**config.mk**
```make
export PLATFORM = sky130hd
export DESIGN_NAME = seg7_capture_flat
export DESIGN_NICKNAME = d
export VERILOG_FILES = /design/src/rtl/seg7_capture_if.sv /design/src/rtl/seg7_capture.sv /design/src/flat_wrapper.sv
export SDC_FILE = /design/constraint.sdc
export NUM_CORES = 1
export LEC_CHECK = 0
export BUFFER_PORTS_ARGS = -buffer_cell sky130_fd_sc_hd__buf_4
export CAP_MARGIN = 15
export CORE_MARGIN = 3
export CORE_UTILIZATION = 40
export CTS_BUF_LIST = sky130_fd_sc_hd__clkbuf_8 sky130_fd_sc_hd__clkbuf_16
export CTS_CLUSTER_SIZE = 20
export DETAILED_ROUTE_END_ITERATION = 10
export PLACE_DENSITY_LB_ADDON = 0.08
export SLEW_MARGIN = 5
export SYNTH_ARGS = -nofsm -noshare
export SYNTH_HDL_FRONTEND = slang
export SYNTH_SLANG_ARGS = --single-unit
```
**constraint.sdc**
```tcl
create_clock -name clk -period 2.1 [get_ports clk]
set_input_delay 0.105 -clock clk [delete_from_list [all_inputs] [get_ports clk]]
set_output_delay 0.105 -clock clk [all_outputs]
set_load 0.02 [all_outputs]
```
**src/rtl/seg7_capture_if.sv**
```systemverilog
// Output handshake bundle for seg7_capture.
//   out_nibble : decoded 4-bit value (producer -> consumer)
//   out_valid  : out_nibble is valid, held until accepted
//   out_ready  : consumer accepts out_nibble this cycle
// master = producer (seg7_capture), slave = consumer.
interface seg7_capture_if;
  logic [3:0] out_nibble;
  logic       out_valid;
  logic       out_ready;

  modport master (output out_nibble, output out_valid, input out_ready);
  modport slave  (input out_nibble, input out_valid, output out_ready);
endinterface

```
**src/rtl/seg7_capture.sv**
```systemverilog
// Captures an active-low 7-segment pattern, waits for it to be stable for
// STABLE_CYCLES consecutive samples, decodes it to a hex nibble and stores
// it in one of four digit slots.
// Ports:
//   clk, rst_n   : rising-edge clock, synchronous active-low reset
//   seg          : active-low segments, seg[6]=a .. seg[0]=g
//   digit_sel    : target digit 0..3, latched with sample
//   sample       : one-cycle capture request (only honoured in IDLE)
//   busy         : high whenever the FSM is not in IDLE
//   out_if       : decoded nibble with valid/ready handshake
//   value        : digit n held in value[4n+3:4n]
//   digit_valid  : bit n set once digit n holds a decoded value
//   err          : one-cycle pulse on invalid pattern or settle timeout
//   err_code     : 01 invalid pattern, 10 timeout; held until next err
//   err_pattern  : pattern involved in the last error
module seg7_capture #(
  parameter int STABLE_CYCLES = 4,
  parameter int TIMEOUT       = 64
) (
  input  logic              clk,
  input  logic              rst_n,
  input  logic [6:0]        seg,
  input  logic [1:0]        digit_sel,
  input  logic              sample,
  output logic              busy,
  seg7_capture_if.master    out_if,
  output logic [15:0]       value,
  output logic [3:0]        digit_valid,
  output logic              err,
  output logic [1:0]        err_code,
  output logic [6:0]        err_pattern
);

  localparam int WW = $clog2(TIMEOUT + 1);

  typedef enum logic [1:0] {IDLE, SETTLE, DECODE, HOLD} state_t;

  state_t         state_q;
  logic [6:0]     ref_q;
  logic [1:0]     sel_q;
  logic [7:0]     stab_q, stab_d;
  logic [WW-1:0]  wait_q, wait_d;
  logic [3:0]     nib_q;
  logic           valid_q;
  logic [15:0]    value_q;
  logic [3:0]     dvalid_q;
  logic           err_q;
  logic [1:0]     code_q;
  logic [6:0]     pat_q;
  logic [4:0]     dec;

  // Counters hold at all-ones instead of wrapping.
  function automatic logic [7:0] sat_inc8(input logic [7:0] v);
    return (v == 8'hFF) ? v : v + 8'd1;
  endfunction

  function automatic logic [WW-1:0] sat_incw(input logic [WW-1:0] v);
    return (v == {WW{1'b1}}) ? v : v + {{(WW-1){1'b0}}, 1'b1};
  endfunction

  // Returns {hit, nibble}; hit=0 for any pattern outside the hex table.
  function automatic logic [4:0] decode7(input logic [6:0] s);
    case (s)
      7'b0000001: return {1'b1, 4'h0};
      7'b1001111: return {1'b1, 4'h1};
      7'b0010010: return {1'b1, 4'h2};
      7'b0000110: return {1'b1, 4'h3};
      7'b1001100: return {1'b1, 4'h4};
      7'b0100100: return {1'b1, 4'h5};
      7'b0100000: return {1'b1, 4'h6};
      7'b0001111: return {1'b1, 4'h7};
      7'b0000000: return {1'b1, 4'h8};
      7'b0001100: return {1'b1, 4'h9};
      7'b0001000: return {1'b1, 4'hA};
      7'b1100000: return {1'b1, 4'hB};
      7'b0110001: return {1'b1, 4'hC};
      7'b1000010: return {1'b1, 4'hD};
      7'b0110000: return {1'b1, 4'hE};
      7'b0111000: return {1'b1, 4'hF};
      default:    return 5'b0_0000;
    endcase
  endfunction

  always_comb begin
    stab_d = sat_inc8(stab_q);
    wait_d = sat_incw(wait_q);
    dec    = decode7(ref_q);
  end

  always_ff @(posedge clk) begin
    if (!rst_n) begin
      state_q  <= IDLE;
      ref_q    <= 7'h7F;
      sel_q    <= 2'd0;
      stab_q   <= 8'd0;
      wait_q   <= '0;
      nib_q    <= 4'd0;
      valid_q  <= 1'b0;
      value_q  <= 16'd0;
      dvalid_q <= 4'd0;
      err_q    <= 1'b0;
      code_q   <= 2'b00;
      pat_q    <= 7'h7F;
    end else begin
      err_q <= 1'b0;
      case (state_q)
        IDLE: begin
          if (sample) begin
            ref_q   <= seg;
            sel_q   <= digit_sel;
            stab_q  <= 8'd1;
            wait_q  <= {{(WW-1){1'b0}}, 1'b1};
            state_q <= SETTLE;
          end
        end
        SETTLE: begin
          wait_q <= wait_d;
          if (seg == ref_q) stab_q <= stab_d;
          else begin
            ref_q  <= seg;
            stab_q <= 8'd1;
          end
          // Reaching stability wins over a coincident timeout.
          if (seg == ref_q && stab_d == 8'(STABLE_CYCLES)) begin
            state_q <= DECODE;
          end else if (wait_d == WW'(TIMEOUT)) begin
            state_q <= IDLE;
            err_q   <= 1'b1;
            code_q  <= 2'b10;
            pat_q   <= ref_q;
          end
        end
        DECODE: begin
          if (dec[4]) begin
            value_q[{sel_q, 2'b00} +: 4] <= dec[3:0];
            dvalid_q[sel_q]              <= 1'b1;
            nib_q                        <= dec[3:0];
            valid_q                      <= 1'b1;
            state_q                      <= HOLD;
          end else begin
            err_q   <= 1'b1;
            code_q  <= 2'b01;
            pat_q   <= ref_q;
            state_q <= IDLE;
          end
        end
        HOLD: begin
          // seg and sample are ignored here; only the handshake leaves HOLD.
          if (out_if.out_ready) begin
            valid_q <= 1'b0;
            state_q <= IDLE;
          end
        end
        default: state_q <= IDLE;
      endcase
    end
  end

  assign busy              = (state_q != IDLE);
  assign out_if.out_nibble = nib_q;
  assign out_if.out_valid  = valid_q;
  assign value             = value_q;
  assign digit_valid       = dvalid_q;
  assign err               = err_q;
  assign err_code          = code_q;
  assign err_pattern       = pat_q;

endmodule

```
**src/flat_wrapper.sv**
```systemverilog
// flat-port wrapper written by rule: the top's interface ports become plain ports
module seg7_capture_flat 
#(
  parameter int STABLE_CYCLES = 4,
  parameter int TIMEOUT       = 64
)
  (clk, rst_n, seg, digit_sel, sample, busy, value, digit_valid, err, err_code, err_pattern, out_if_out_nibble, out_if_out_valid, out_if_out_ready);
  seg7_capture_if out_if_i ();
  input  logic clk;
  input  logic rst_n;
  input  logic [6:0] seg;
  input  logic [1:0] digit_sel;
  input  logic sample;
  output logic busy;
  output logic [15:0] value;
  output logic [3:0] digit_valid;
  output logic err;
  output logic [1:0] err_code;
  output logic [6:0] err_pattern;
  output wire logic [$bits(out_if_i.out_nibble)-1:0] out_if_out_nibble;
  output wire logic [$bits(out_if_i.out_valid)-1:0] out_if_out_valid;
  input wire logic [$bits(out_if_i.out_ready)-1:0] out_if_out_ready;
  assign out_if_out_nibble = out_if_i.out_nibble;
  assign out_if_out_valid = out_if_i.out_valid;
  assign out_if_i.out_ready = out_if_out_ready;
  seg7_capture #(.STABLE_CYCLES(STABLE_CYCLES), .TIMEOUT(TIMEOUT)) u_core (.clk(clk), .rst_n(rst_n), .seg(seg), .digit_sel(digit_sel), .sample(sample), .busy(busy), .out_if(out_if_i), .value(value), .digit_valid(digit_valid), .err(err), .err_code(err_code), .err_pattern(err_pattern));
endmodule
```
==> flow_summary.yaml <==
power:
  power.leakage_uw: 0.00220
  combPwrFrac_pct: 29.8
  ir_drop_mv: 0.417
  p_clk_share_pct: 33.9
  internal-power_uw: 2410
  powerDensity_nw_per_um2: 630
  p_sw_share_pct: 31.7
  p_switching_uw: 1120
  seq_power_share_pct: 36.3
  power.total_uw: 3530
drt:
  wl_met1_mm: 5.21
  num_vias: 3893
  vias_per_cell: 5.42
  drc: 0
  wl_per_cell_um: 15.6
  wl_met3_um: 413
  drtIter0Drc: 126
  routed_wl_mm: 11.2
  routed.top_layer: "met4"
  dr_wl_met2_mm: 5.38
  firstDrtPassIters: 4
  ant_nets: 0
global_route:
  antenna_found_initial: 0
  grt_max_degree: 28
  grt_overflow: 0
  grt.total_usage_pct: 20.0
  grt_pass1_wl_mm: 18.2
  grt_pass1_vias: 3761
synthesis:
  yosys.area_share.simple_pct: 30.9
  synthFlopType: "dfxtp_1"
  syn_area_um2: 3940
  syn_avg_cell_area_um2: 8.55
  yosysSeqAreaShare_pct: 31.0
  synth_xor_area_share_pct: 3.11
  synth_seq_cells: 61
  synth.area.mux_share_pct: 3.55
  synth_compound_area_share_pct: 21.0
  syn_nets: 489
  synth_top_family_by_area: "simple AND/OR/NAND/NOR gates"
  synth_edf_count: 0
  synth_cell_types: 68
  yosysWarnings: 0
  ys_async_sr_fraction_pct: 0
  synth_cells: 461
  synthAdderAreaFrac_pct: 4.76
timing:
  drv_slew: 0
  clock_skew_ns: 0.00892
  fmax_mhz: 471
  tns_ns: -0.0423
  slew_headroom_pct: 58.9
  rsz0062_at_grt: "true"
  finalCritPeriodShare_pct: 101
  period_minus_slack_ns: 2.12
  setup_viol: 3
  worstMarginPinSlew_ns: 0.616
  fin_ws_ns: -0.0235
  final-hold-violation-count: 0
setup_path:
  worst_ep_arrival_time_ns: 2.36
  worst_ep_required_time_ns: 2.34
  worstSetupPathType: "reg -> reg"
  crit_buf_inv: 0
  critPathTopFamily: "simple AND/OR/NAND/NOR gates"
  cp-end-kind: "flip-flop"
  critPathMaxStageDelay_ns: 0.44
  worst_setup_path_start_kind: "flip-flop"
  slowest_stage: "or3b_4"
  worstPathMaxFanout: 3
  crit_chain: "ha_4, and3_4, nor3b_2, o2111ai_2, or3b_4, o311a_1, a41o_1"
cts:
  cts_sinks: 61
  cts_made_buffers: 9
  cts_root_buffer: "clkbuf_8"
  htree_levels: 3
  insertion_delay_ns: 0.34
  clkSlewWorstSetupHoldPaths_ns: 0.07
  clockBufferDepth: 2
  cts_tree: "yes"
placed_design:
  placed_area_um2: 4960
  io_buffers: 48
  routabilityCongestion: 0.854
  post-place-ws_ns: -0.100
  dpl.hpwl_mm: 7.87
die:
  dieArea_um2: 11100
  ios: 49
  rows: 35
  die_width_um: 105
  die_h_um: 105
  core_area_um2: 9420
  start_util_pct: 41.9
cells_and_area:
  fill_cells: 834
  mostFrequentLayoutCells: "buf_4, dfxtp_1, o21ai_0"
  fin_area_um2: 5600
  area_growth_pct: 42.1
  diodes: 0
  layout-drive-gt1-share_pct: 37.5
  final_common_cell: "buf_4"
  final_nets: 612
run_status:
  status: "finished with violations"
  violations: "negative setup slack"
hold_path:
  hold_class: "in -> reg"
flow_run:
  drv_cap: 0
cell families after synthesis:
group | count (synthesis)
flip-flops | 61
AO/OA/AOI/OAI | 122
multiplexers | 14
XOR/XNOR | 14
AND/OR/NAND/NOR | 189
buffers and inverters | 46
adder cells (fa/ha/maj) | 15
worst reg2reg max path, delay by kind of cell (launching register included):
kind	cells	cell delay, ns
AOI/OAI and AO/OA	3	0.71
adders and majority gates	1	0.15
DFF	1	0.34
and+or+nand+nor	3	0.82
per-stage QoR:
stage	utilization, %	hold WS, ns	instances
after detailed placement	52.7	0.343	686
after global placement	52.7	0.336	686
after CTS	56.5	0.0267	710
final	59.5	0.0501	718
after global routing	59.5	0.0374	718
after floorplan	-	0.234	461
path summary, 6_finish.rpt:
check,start,to,slack [ns],depth (start not counted)
setup / recovery,u_core.wait_q[1],u_core.err_code[0],-0.02,7
setup reg to reg,u_core.wait_q[1],u_core.err_code[0],-0.02,7
hold reg to reg,u_core.value[12],u_core.value[12],0.47,2
hold / removal,digit_sel[0],u_core.sel_q[0],0.05,3
Yosys cell counts, types with 13 or more instances:
master / instances / area share (%)
a21boi_1: 14 / 2.7
o21ai_0: 36 / 4.6
mux2i_1: 14 / 3.6
a21oi_1: 21 / 2.7
nand4_1: 19 / 3.0
nor3b_1: 16 / 3.0
ha_1: 15 / 4.8
inv_1: 15 / 1.4
buf_2: 16 / 2.0
dfxtp_1: 61 / 31
nor2_1: 23 / 2.2
nand2b_1: 18 / 2.9
nand3_1: 13 / 1.6
nand2_1: 23 / 2.2
per-layer routing:
| metal | vias up | global-route usage, % |
|---|---|---|
| met4 | 0 | 6.47 |
| met3 | 15 | 3.61 |
| met5 | - | 0 |
| li1 | 1959 | - |
| met2 | 84 | 32.7 |
| met1 | 1835 | 26.5 |
power groups by stage:
stage | Combinational [uW] | Clock [uW] | Sequential, uW
4_1_cts | 999 | 1240 | 1270
5_1_grt | 1150 | 1280 | 1290
6_report | 1050 | 1200 | 1280
2_1_floorplan | 590 | 0 | 1280
3_5_place_dp | 956 | 0 | 1290
3_3_place_gp | 956 | 0 | 1290
flip-flops by register name, indices dropped and copies added (netlist names), 2 cells and up:
name and cells:
u_core.value 16, u_core.stab_q 8, u_core.err_pattern 7, u_core.ref_q 7, u_core.wait_q 7, u_core.digit_valid 4
u_core.out_if.out_nibble 4, u_core.err_code 2, u_core.sel_q 2, u_core.state_q 2
final cells by class:
class	count	area [um^2]	share of cell area (%)
Multi-Input combinational cell	355	2780	49.6
Inverter	15	56.3	1.00
Clock inverter	6	87.6	1.56
Sequential cell	61	1240	22.1
Timing Repair Buffer	142	1150	20.5
Tap cell	129	161	2.88
Clock buffer	10	138	2.46
timing repair:
item	4_1_cts	5_1_grt
cloned	1	1
pin swaps	3	17
setup endpoints to repair	31	39
hold buffers	7	0
setup buffers	0	7
endpoints found under the hold margin	7	0
gates resized for setup	11	51
Note: power is estimated with default switching activity, not from simulation.
